$ cat src/rtl/dual_tag_pkg.sv
// rtl/dual_tag_pkg.sv - shared defaults and types for the dual-port tag table
package dual_tag_pkg;
  localparam int NUM_SLOTS_D = 8;
  localparam int TAG_W_D     = 16;
  localparam int STALL_W     = 16;

  typedef logic [TAG_W_D-1:0]            tag_t;
  typedef logic [$clog2(NUM_SLOTS_D)-1:0] slot_idx_t;
endpackage

$ cat src/rtl/dual_tag_slot_pick.sv
// rtl/dual_tag_slot_pick.sv - lowest-index picker over a slot eligibility vector
module dual_tag_slot_pick
  import dual_tag_pkg::*;
#(
  parameter int  NUM_SLOTS = NUM_SLOTS_D,
  localparam int IDX_W     = $clog2(NUM_SLOTS)
) (
  input  logic [NUM_SLOTS-1:0] elig,
  output logic                 found,
  output logic [IDX_W-1:0]     idx
);

  // Scan from the top so the last hit, i.e. the lowest eligible index, wins.
  always_comb begin
    found = |elig;
    idx   = '0;
    for (int i = NUM_SLOTS - 1; i >= 0; i--) begin
      if (elig[i]) idx = IDX_W'(i);
    end
  end

endmodule

$ cat src/rtl/dual_tag_table.sv
// rtl/dual_tag_table.sv - dual-port tag table that never holds equal valid tags in one slot on both sides
// Optional saturating stall counters enabled by DUAL_TAG_TABLE_STATS_EN.
module dual_tag_table
  import dual_tag_pkg::*;
#(
  parameter int  NUM_SLOTS = NUM_SLOTS_D,
  parameter int  TAG_W     = TAG_W_D,
  localparam int IDX_W     = $clog2(NUM_SLOTS),
  localparam int OCC_W     = IDX_W + 1
) (
  input  logic                       clk,
  input  logic                       rst,
  input  logic                       alloc_valid_a,
  input  logic [TAG_W-1:0]           alloc_tag_a,
  output logic                       alloc_ready_a,
  output logic [IDX_W-1:0]           alloc_idx_a,
  input  logic                       alloc_valid_b,
  input  logic [TAG_W-1:0]           alloc_tag_b,
  output logic                       alloc_ready_b,
  output logic [IDX_W-1:0]           alloc_idx_b,
  input  logic                       rel_valid_a,
  input  logic [IDX_W-1:0]           rel_idx_a,
  input  logic                       rel_valid_b,
  input  logic [IDX_W-1:0]           rel_idx_b,
  output logic [NUM_SLOTS-1:0]       vld_a,
  output logic [NUM_SLOTS*TAG_W-1:0] tag_a,
  output logic [NUM_SLOTS-1:0]       vld_b,
  output logic [NUM_SLOTS*TAG_W-1:0] tag_b,
  output logic [OCC_W-1:0]           occ_a,
  output logic [OCC_W-1:0]           occ_b,
  output logic [STALL_W-1:0]         stall_a,
  output logic [STALL_W-1:0]         stall_b
);

  logic [NUM_SLOTS-1:0] elig_a, elig_b, elig_b_masked;
  logic                 found_b, found_bm;
  logic [IDX_W-1:0]     idx_b, idx_bm;
  logic                 fire_a, fire_b, rel_eff_a, rel_eff_b, mask_b;

  // A slot is barred for one side while the other side holds the same tag there.
  always_comb begin
    elig_a = '0;
    elig_b = '0;
    for (int i = 0; i < NUM_SLOTS; i++) begin
      elig_a[i] = !vld_a[i] && !(vld_b[i] && (tag_b[i*TAG_W +: TAG_W] == alloc_tag_a));
      elig_b[i] = !vld_b[i] && !(vld_a[i] && (tag_a[i*TAG_W +: TAG_W] == alloc_tag_b));
    end
  end

  assign elig_b_masked = elig_b & ~(NUM_SLOTS'(1) << alloc_idx_a);

  dual_tag_slot_pick #(.NUM_SLOTS(NUM_SLOTS)) u_pick_a (
    .elig  (elig_a),
    .found (alloc_ready_a),
    .idx   (alloc_idx_a)
  );

  dual_tag_slot_pick #(.NUM_SLOTS(NUM_SLOTS)) u_pick_b (
    .elig  (elig_b),
    .found (found_b),
    .idx   (idx_b)
  );

  dual_tag_slot_pick #(.NUM_SLOTS(NUM_SLOTS)) u_pick_bm (
    .elig  (elig_b_masked),
    .found (found_bm),
    .idx   (idx_bm)
  );

  // A wins a same-cycle, same-tag race; B then skips A's slot.
  assign fire_a        = alloc_valid_a && alloc_ready_a;
  assign mask_b        = fire_a && (alloc_tag_a == alloc_tag_b);
  assign alloc_ready_b = mask_b ? found_bm : found_b;
  assign alloc_idx_b   = mask_b ? idx_bm : idx_b;
  assign fire_b        = alloc_valid_b && alloc_ready_b;

  assign rel_eff_a = rel_valid_a && vld_a[rel_idx_a];
  assign rel_eff_b = rel_valid_b && vld_b[rel_idx_b];

  // An allocated slot is never valid, so it cannot collide with a release.
  always_ff @(posedge clk or posedge rst) begin
    if (rst) begin
      vld_a <= '0;
      tag_a <= '0;
      occ_a <= '0;
    end else begin
      if (rel_eff_a) begin
        vld_a[rel_idx_a]               <= 1'b0;
        tag_a[rel_idx_a*TAG_W +: TAG_W] <= '0;
      end
      if (fire_a) begin
        vld_a[alloc_idx_a]               <= 1'b1;
        tag_a[alloc_idx_a*TAG_W +: TAG_W] <= alloc_tag_a;
      end
      occ_a <= occ_a + OCC_W'(fire_a) - OCC_W'(rel_eff_a);
    end
  end

  always_ff @(posedge clk or posedge rst) begin
    if (rst) begin
      vld_b <= '0;
      tag_b <= '0;
      occ_b <= '0;
    end else begin
      if (rel_eff_b) begin
        vld_b[rel_idx_b]               <= 1'b0;
        tag_b[rel_idx_b*TAG_W +: TAG_W] <= '0;
      end
      if (fire_b) begin
        vld_b[alloc_idx_b]               <= 1'b1;
        tag_b[alloc_idx_b*TAG_W +: TAG_W] <= alloc_tag_b;
      end
      occ_b <= occ_b + OCC_W'(fire_b) - OCC_W'(rel_eff_b);
    end
  end

`ifdef DUAL_TAG_TABLE_STATS_EN
  always_ff @(posedge clk or posedge rst) begin
    if (rst) begin
      stall_a <= '0;
      stall_b <= '0;
    end else begin
      if (alloc_valid_a && !alloc_ready_a && (stall_a != '1)) stall_a <= stall_a + 1'b1;
      if (alloc_valid_b && !alloc_ready_b && (stall_b != '1)) stall_b <= stall_b + 1'b1;
    end
  end
`else
  assign stall_a = '0;
  assign stall_b = '0;
`endif

endmodule

$ cat config.mk
export PLATFORM = sky130hd
export DESIGN_NAME = dual_tag_table
export DESIGN_NICKNAME = d
export VERILOG_FILES = /design/src/rtl/dual_tag_pkg.sv /design/src/rtl/dual_tag_slot_pick.sv /design/src/rtl/dual_tag_table.sv
export SDC_FILE = /design/constraint.sdc
export NUM_CORES = 1
export LEC_CHECK = 0
export BUFFER_PORTS_ARGS = -buffer_cell sky130_fd_sc_hd__buf_2
export CAP_MARGIN = 30
export CORE_ASPECT_RATIO = 2
export CORE_MARGIN = 2
export CORE_UTILIZATION = 50
export DETAILED_ROUTE_END_ITERATION = 8
export PLACE_DENSITY_LB_ADDON = 0.15
export SYNTH_ARGS = -nofsm -noshare
export SYNTH_HDL_FRONTEND = slang
export SYNTH_SLANG_ARGS = --single-unit
$ cat constraint.sdc
create_clock -name clk -period 8.53 [get_ports clk]
set_input_delay 0.4265 -clock clk [delete_from_list [all_inputs] [get_ports clk]]
set_output_delay 0.4265 -clock clk [all_outputs]
set_load 0.005 [all_outputs]
==> results_dict.tcl, run 1 <==
set metrics [dict create \
    status "finished with violations" \
    violations "hold timing" \
    num_io_pins 364 \
    globalRoute.totalOverflow 0 \
    cts_resized 0 \
    dieArea_um2 36200 \
    post-cts-setup-buffer-count 0 \
    yosys_warnings 0 \
    yosysSeqAreaShare_pct 40.4 \
    rsz0062_at_grt "no" \
    grt_pass1_vias 15100 \
    max_cap_viol_count 0 \
    hp-class "in2async" \
    grt_max_degree 164 \
    track_usage_pct 37.9 \
    dr_total_vias 14800 \
    start_util_pct 50.6 \
    cts_sinks 280 \
    path_cells "xnor2_1 > nand4_1 > nor4_2 > a31oi_1 > o21ba_2 > or2_2 > ha_1 > ha_1 > inv_1 > a21oi_1 > a211oi_1 > a21oi_1 > o2111a_2 > or2_2 > ha_1 > clkinv_1 > or3_1 > a21oi_1 > nand4bb_4 > mux2_1" \
    crit_slowest_cell "ha_1" \
    antenna_found_initial 1 \
    synth_seq_cells 280 \
    final_nets 2068 \
    dpl_worst_slack_ps 1630 \
    hold_slack_ps -22.0 \
    wl_per_cell_um 28.1 \
    yosys-top-cells-area "dfrtp_1 (40%), mux2i_1 (12%), xnor2_1 (11%)" \
    final_antenna_net_count 0 \
    cts_made_buffers 27 \
    root_buffer "clkbuf_16" \
    yosysTopAreaCell "dfrtp_1" \
    clk_latency_ps 580 \
    fmax_mhz 152 \
    yosys_most_used_dff "dfrtp_1" \
    ir_drop_mv 0.197 \
    tns_ps 0 \
    arrival_ps 7020 \
    netlist_instances 1730 \
    fin_ws_ps 1950 \
    clock_path_buffers 3 \
    drt_wl_total_um 69100 \
    drv_slew 0 \
    path_class "reg2reg" \
    dpl_cell_area_um2 19000 \
    yosysTopAreaCellShare_pct 40.4 \
    cp-end-kind "register" \
    cp_num_buf_inv 2 \
    max_stage_delay_ps 840 \
    period_needed_ps 6580 \
    p_leak_nw 10.2 \
    period_share_pct 77.1 \
    drt_iter0_markers 1101 \
    final_util_pct 58.3 \
    stdcell_area_um2 20000 \
    rows 96 \
    worst_slew_pin_slew_ps 1040 \
    coreArea_um2 34200 \
    critical_path_required_ps 8980 \
    syn2layout_area_growth_pct 15.2 \
    cts_hold_buf 0 \
    synth_edf_count 0 \
    async_reset_ff_share_pct 100 \
    hpwlAfterDp_um 51000 \
    clkTransAtPathRegs_ps 70 \
    slew_headroom_pct 30.6 \
    dieHeight_um 267 \
    cp_max_fo 18 \
    drc_errors 0 \
    die_w_um 136 \
    routed_via_density 6.00 \
    portBuffers 331 \
    hold_violations 6 \
    fin_worst_skew_ps 21.3 \
    setup_viol 0 \
    dr.pass1.iters 5 \
    startpoint_type "register" \
    layout-drive-gt1-share_pct 22.1 \
    tritoncts "yes" \
    avgSynthCellArea_um2 10.0 \
    grt_pass1_wl_um 100000 \
    htreeDepth 1 \
    cpLargestDelayFamily "simple AND/OR/NAND/NOR gates" \
    ys_types 75 \
    p_per_area_nw_per_um2 361 \
    routabilityCongestion 0.953 \
    syn-cell-area_um2 17300 \
]
==> cell families (layout without fill, tap and decap cells) <==
kind of cell               after synthesis  in the layout  synth area share (%)
and+or+nand+nor                        526            526                  14.9
xor gates and xnor gates               278            278                  14.1
buffers and inverters                  215            472                  6.59
adders and majority gates               25             25                  1.89
other                                    1             33                0.0216
AOI/OAI and AO/OA                      145            145                  6.55
muxes                                  260            260                  15.5
DFF                                    280            280                  40.4
==> metal layers <==
metal	global-route usage, %	wire (um)
met5	0	13
met1	41.6	23900
met2	65.2	34600
met3	6.34	4730
met4	27.3	5870
==> synthesized netlist by cell type (all sizes together) (4+ instances only) <==
cell       n
a31oi     13
xor2      67
nand4     44
a211oi     6
nand2b     4
o21ai     21
a31o       4
xnor2    211
dfrtp    280
and2      51
ha        23
and3       8
nor2      16
nand4b     7
a41o      10
o211ai    35
a21oi     14
mux2i    209
a21o       5
o31ai      9
nand3     25
o2111ai    4
mux2      49
inv       69
clkbuf    42
nor3      24
nor4b      4
nor4      38
nand4bb    4
nand2    286
buf      103
==> worst register-to-register path: cells and delay by family, from the launching register on <==
| kind | cells | cell delay (ps) |
|---|---|---|
| simple gates | 6 | 2090 |
| compound gates | 7 | 1570 |
| fa+ha+maj | 3 | 1270 |
| mux | 1 | 470 |
| flops | 1 | 460 |
| buf+inv | 2 | 410 |
| xor+xnor | 1 | 200 |
==> metrics by stage <==
step,total power [mW],std cells
after detailed placement,5.85,2411
after floorplan,4.37,1761
after global placement,5.81,2407
after global routing,7.55,2459
after CTS,7.17,2459
final,7.20,2460
==> power by group <==
group / internal (mW) / switching (mW) / leakage [nW]
Sequential: 1.75 / 0.665 / 3.74
Combinational: 1.42 / 2.05 / 6.01
Clock: 0.744 / 0.573 / 0.453
==> sequential cells by signal, summed over array words and instances (netlist names) <==
name,flops
tag_a,128
vld_a,8
tag_b,128
occ_a,4
occ_b,4
vld_b,8
==> layout make-up <==
| type | instances | area [um2] |
|---|---|---|
| Tap cell | 441 | 552 |
| Multi-Input combinational cell | 1266 | 9310 |
| Inverter | 70 | 270 |
| Antenna cell | 1 | 2.50 |
| Clock buffer | 35 | 746 |
| Sequential cell | 280 | 7010 |
| Timing Repair Buffer | 354 | 1870 |
| Fill cell | 3097 | 14300 |
| Clock inverter | 13 | 195 |
==> worst paths after layout <==
kind                              start    endpoint  slack [ps]  depth (start not counted)
min reg2reg                    occ_a[0]    occ_a[0]         510                          1
max reg2reg                   tag_b[35]  tag_b[109]        1950                         20
max in group asynchronous           rst   tag_a[54]        7140                          3
min                                 rst  tag_b[113]         -20                          2
min in group clk           rel_idx_b[2]    vld_b[2]         230                          3
max                           tag_b[35]  tag_b[109]        1950                         20
==> cell usage in the layout, fill, tap and decap left out, types with 24 or more instances in the layout <==
cell       synthesis  layout
buf_2             46     331
nand2_1          285     285
dfrtp_1          280     280
xnor2_1          211     211
mux2i_1          209     209
inv_1             69      68
xor2_1            67      67
and2_1            51      51
nand4_1           44      44
nor4_1            36      36
o211ai_1          35      35
conb_1             1      32
mux2_1            31      31
clkbuf_16          0      27
nand3_1           25      25
nor3_1            24      24
(Power assumes the default switching activity.)
==> run 2: changes to the inputs <==
--- a/config.mk
+++ b/config.mk
@@ -5,6 +5,7 @@
 export SDC_FILE = /design/constraint.sdc
 export NUM_CORES = 1
 export LEC_CHECK = 0
+export ABC_AREA = 1
 export BUFFER_PORTS_ARGS = -buffer_cell sky130_fd_sc_hd__buf_2
 export CAP_MARGIN = 30
 export CORE_ASPECT_RATIO = 2
==> constraint.sdc (replaced) <==
create_clock -name clk -period 5.3 [get_ports clk]
set_input_delay 0.265 -clock clk [delete_from_list [all_inputs] [get_ports clk]]
set_output_delay 0.265 -clock clk [all_outputs]
set_load 0.005 [all_outputs]
==> results_dict.tcl, run 2 <==
set metrics [dict create \
    status "completed" \
    largest_registers "tag_a x128, tag_b x128" \
    worst_slew_pin_slew_ps 983 \
    dieHeight_um 273 \
    rsz0062_at_grt "no" \
    final_nets 2902 \
    dr_total_vias 19100 \
    dieArea_um2 37900 \
    period_share_pct 91.7 \
    critPathMostFrequentCell "nand2_1" \
    grt_max_degree 172 \
    setup_viol 0 \
    cts_made_buffers 28 \
    layout_common_cells "nand2_1 (731), buf_2 (331), dfrtp_1 (280)" \
    met3_usage_pct 7.37 \
    startpoint_type "register" \
    start_util_pct 50.7 \
    coreArea_um2 35800 \
    drt_iter0_markers 1634 \
    wl_per_cell_um 24.1 \
    htreeDepth 1 \
    root_buffer "clkbuf_16" \
    syn2layout_area_growth_pct 16.2 \
    arrival_ps 5370 \
    netlist_instances 2545 \
    diodes 0 \
    ir_drop_mv 0.394 \
    max_stage_delay_ps 400 \
    final_antenna_net_count 0 \
    yosysTopAreaCellShare_pct 38.6 \
    synth_most_common_cell "nand2_1" \
    path_class "reg2reg" \
    clkTransAtPathRegs_ps 70 \
    hold_slack_ps 35.7 \
    fin_worst_skew_ps 34.7 \
    grt_pass1_wl_um 116000 \
    routabilityCongestion 0.984 \
    routed_via_density 5.79 \
    synth_edf_count 0 \
    portBuffers 331 \
    layout_commonest_cell "nand2_1" \
    dr.pass1.iters 5 \
    num_io_pins 364 \
    yosys-top-cells-area "dfrtp_1 (39%), nand2_1 (15%), o21ai_0 (5.7%)" \
    drv_slew 0 \
    drc_errors 0 \
    tritoncts "yes" \
    cts_sinks 280 \
    tns_ps 0 \
    period_needed_ps 4860 \
    hp-class "in2reg" \
    fmax_mhz 206 \
    async_reset_ff_share_pct 100 \
    track_usage_pct 41.0 \
    layout-drive-gt1-share_pct 18.7 \
    p_total_mw 13.2 \
    yosys_most_used_dff "dfrtp_1" \
    max_cap_viol_count 0 \
    p_per_area_nw_per_um2 628 \
    yosys_warnings 0 \
    clk_latency_ps 600 \
    cts_resized 0 \
    hold_violations 0 \
    hpwlAfterDp_um 58400 \
    use_met1_pct 43.3 \
    crit_slowest_cell "ha_1" \
    clock_path_buffers 3 \
    yosysTopAreaCell "dfrtp_1" \
    grt_pass1_vias 18500 \
    critical_path_required_ps 5820 \
    synth_seq_cells 280 \
    p_leak_nw 10.7 \
    syn-cell-area_um2 18100 \
    cp-end-kind "register" \
    grt_use_met2_pct 68.9 \
    drt_wl_total_um 79700 \
    rows 98 \
    slew_headroom_pct 34.5 \
    grt.busiest_layer "met2" \
    avgSynthCellArea_um2 7.13 \
    ys_types 49 \
    cp_max_fo 17 \
    antenna_found_initial 1 \
    yosysSeqAreaShare_pct 38.6 \
    die_w_um 139 \
    globalRoute.totalOverflow 0 \
    synth_commonest_cells "nand2_1 (732), dfrtp_1 (280), nor2_1 (256)" \
]
## run 2: cell count changes in the layout (fill, tap and decap cells not counted), moves of 44 or more
cell      previous run  this run
o21bai_1             1        48
inv_1               68       237
buf_4               18        62
nand3_1             25       162
nand2_1            285       731
xnor2_1            211        57
o21ai_0             20       205
and2_1              51         1
o21ai_1              1        56
nor2_1              16       256
mux2i_1            209         0
## run 2: power by group
| group | total (mW) | switching (mW) | internal, mW |
|---|---|---|---|
| logic | 7.21 | 4.84 | 2.36 |
| clock network | 2.12 | 0.940 | 1.18 |
| registers | 3.91 | 0.964 | 2.94 |
| total | 13.2 | 6.75 | 6.49 |
## run 2: cell type report
cell class              instances  area (um2)
fillers                      3454       14700
multi-input cells            1865        9360
flip-flops and latches        280        7010
repair buffers                399        2220
inverters                     259         978
clock buffers                  40         826
well taps                     450         563
clock inverters                12         126
## run 2: worst max-delay path: cells and delay by family (launching register included)
kind	cells	cell delay [ps]
fa+ha+maj	3	910
simple gates	21	2190
flops	1	380
buf+inv	6	1100
compound gates	1	180
## run 2: path summary, 6_finish.rpt
path / slack, ps / depth (start not counted) / endpoint / startpoint
hold reg to reg: 510 / 1 / occ_b[0] / occ_b[0]
setup reg to reg: 440 / 31 / tag_b[96] / vld_b[5]
setup / recovery: 440 / 31 / tag_b[96] / vld_b[5]
min in group asynchronous: 400 / 3 / tag_a[70] / rst
hold / removal: 40 / 3 / tag_a[96] / alloc_tag_a[0]
max in group asynchronous: 3440 / 4 / tag_b[46] / rst
## run 2: kinds of logic after synthesis
| logic type | Yosys count | share of synthesized area, % |
|---|---|---|
| XOR/XNOR | 100 | 4.83 |
| other | 1 | 0.0207 |
| adder cells (fa/ha/maj) | 25 | 1.81 |
| AO/OA/AOI/OAI | 392 | 12.5 |
| flip-flops | 280 | 38.6 |
| AND/OR/NAND/NOR | 1316 | 31.5 |
| buffers and inverters | 431 | 10.8 |
## run 2: per-stage QoR
step,area [um2],cells,utilization [%],worst slack [ps]
2_1_floorplan,18300,2576,-,678
3_3_place_gp,20100,3251,56.2,101
3_5_place_dp,20100,3252,56.2,10.7
4_1_cts,21100,3305,58.9,510
5_1_grt,21100,3305,58.9,47.2
6_report,21100,3305,58.9,441
## run 2: layer usage
layer | part of all wire, % | wire, um | vias to the layer above
li1 | - | - | 8669
met1 | 32 | 25800 | 8959
met2 | 48 | 38300 | 1139
met3 | 8.5 | 6780 | 379
met4 | 11 | 8840 | 2
met5 | 0.010 | 8 | -
## run 2: what timing repair did
action | in CTS | in global routing
hold endpoints to repair | 32 | 0
buffers inserted | 0 | 0
hold buffers | 1 | 0
==> run 3: changes to the inputs <==
--- a/config.mk
+++ b/config.mk
@@ -6,13 +6,14 @@
 export NUM_CORES = 1
 export LEC_CHECK = 0
 export ABC_AREA = 1
-export BUFFER_PORTS_ARGS = -buffer_cell sky130_fd_sc_hd__buf_2
 export CAP_MARGIN = 30
 export CORE_ASPECT_RATIO = 2
 export CORE_MARGIN = 2
 export CORE_UTILIZATION = 50
 export DETAILED_ROUTE_END_ITERATION = 8
+export DONT_BUFFER_PORTS = 1
 export PLACE_DENSITY_LB_ADDON = 0.15
 export SYNTH_ARGS = -nofsm -noshare
 export SYNTH_HDL_FRONTEND = slang
 export SYNTH_SLANG_ARGS = --single-unit
+export TNS_END_PERCENT = 100
==> constraint.sdc (replaced) <==
create_clock -name clk -period 5.3 [get_ports clk]
set_input_delay 0.53 -clock clk [delete_from_list [all_inputs] [get_ports clk]]
set_output_delay 0.53 -clock clk [all_outputs]
set_load 0.005 [all_outputs]
==> results_dict.tcl, run 3 (synthesized netlist as in run 2, its figures left out) <==
set metrics [dict create \
    syn2layout_area_growth_pct 6.61 \
    period_needed_ps 5010 \
    fillCellCount 3530 \
    drt_wl_total_um 78000 \
    fin_worst_skew_ps 11.6 \
    cp_max_fo 14 \
    multi_input_area_um2 9360 \
    hold_violations 0 \
    highest_layer "met5" \
    layout_common_cells "nand2_1 (731), dfrtp_1 (280), nor2_1 (255)" \
    crit_slowest_cell "nor2_1" \
    path_class "reg2reg" \
    cts_made_buffers 28 \
    arrival_ps 5530 \
    dieArea_um2 37900 \
    max_cap_viol_count 0 \
    dr_total_vias 17700 \
    hp-class "in2reg" \
    grt_pass1_wl_um 113000 \
    clkTransAtPathRegs_ps 70 \
    tritoncts "yes" \
    period_share_pct 94.5 \
    clk_latency_ps 590 \
    antenna_found_initial 1 \
    r2r_slack_ps 290 \
    drt_iter0_markers 1637 \
    drv_slew 0 \
    layout-drive-gt1-share_pct 7.65 \
    cts_sinks 280 \
    diodes 0 \
    final_nets 2558 \
    fmax_mhz 200 \
    drc_errors 0 \
    dieHeight_um 273 \
    globalRoute.totalOverflow 0 \
    cp-end-kind "register" \
    worst_slew_pin_slew_ps 906 \
    ir_drop_mv 0.380 \
    seq_area_um2 7010 \
    hpwlAfterDp_um 57000 \
    routed_via_density 5.99 \
    startpoint_type "register" \
    wl_met2_um 37700 \
    setup_viol 0 \
    wl_met1_um 24000 \
    root_buffer "clkbuf_16" \
    htreeDepth 1 \
    clock_path_buffers 3 \
    status "completed" \
    final_antenna_net_count 0 \
    stdcell_area_um2 19300 \
    cpLargestDelayFamily "simple AND/OR/NAND/NOR gates" \
    routabilityCongestion 0.988 \
    grt_max_degree 131 \
    rows 98 \
    dpl_cell_area_um2 18300 \
    wl_met3_um 8280 \
    portBuffers 0 \
    rsz0062_at_grt "no" \
    coreArea_um2 35800 \
    slew_headroom_pct 39.1 \
    start_util_pct 50.7 \
    track_usage_pct 40.1 \
    max_stage_delay_ps 440 \
    grt_pass1_vias 17200 \
    critical_path_required_ps 5820 \
    wl_per_cell_um 26.3 \
    die_w_um 139 \
    tns_ps 0 \
    largest_registers "tag_a x128, tag_b x128" \
    num_io_pins 364 \
    dr.pass1.iters 6 \
    cp_num_buf_inv 5 \
    p_total_mw 12.5 \
    p_leak_nw 9.11 \
    hold_slack_ps 96.0 \
    p_per_area_nw_per_um2 646 \
    critPathMostFrequentCell "nand2_1" \
    layout_commonest_cell "nand2_1" \
]
run 3: path summary, 6_finish.rpt:
check | from | end | cells after the start
max | vld_b[5] | tag_b[70] | 33
min | alloc_tag_b[8] | tag_b[8] | 2
max reg2reg | vld_b[5] | tag_b[70] | 33
min reg2reg | occ_b[0] | occ_b[0] | 1
max in group asynchronous | rst | tag_b[111] | 3
min in group asynchronous | rst | tag_a[82] | 2
run 3: timing repair:
item,CTS,global route
hold endpoints to repair,20,0
resized for setup,0,2
setup buffers,0,0
endpoints found under the setup margin,0,16
hold buffers,1,0
run 3: cell type report:
| type | count | share of cell area [%] |
|---|---|---|
| Sequential cell | 280 | 36.2 |
| Clock buffer | 41 | 4.50 |
| Tap cell | 450 | 2.91 |
| Clock inverter | 10 | 0.543 |
| Inverter | 259 | 5.06 |
| Multi-Input combinational cell | 1865 | 48.4 |
| Timing Repair Buffer | 55 | 2.37 |
run 3: report_power, final:
part,internal [mW],leakage (nW),total (mW),switching (mW)
Sequential,2.94,3.68,4.24,1.30
Clock,1.23,0.484,2.16,0.928
Combinational,1.80,4.95,6.09,4.30
Total,5.96,9.11,12.5,6.53
run 3: through the flow:
| stage | setup WS (ps) | utilization [%] | instances |
|---|---|---|---|
| after detailed placement | -50.9 | 51.2 | 2907 |
| after floorplan | 413 | - | 2576 |
| after global placement | 86.1 | 51.1 | 2905 |
| after global routing | 50.3 | 54.0 | 2960 |
| after CTS | 328 | 53.9 | 2959 |
| final | 293 | 54.0 | 2960 |
run 3: layer usage:
layer / global-route usage, % / up-vias
met5: 0 / -
met4: 34.2 / 2
met3: 12.7 / 346
met2: 68.1 / 1069
met1: 39.6 / 8349
li1: - / 7973
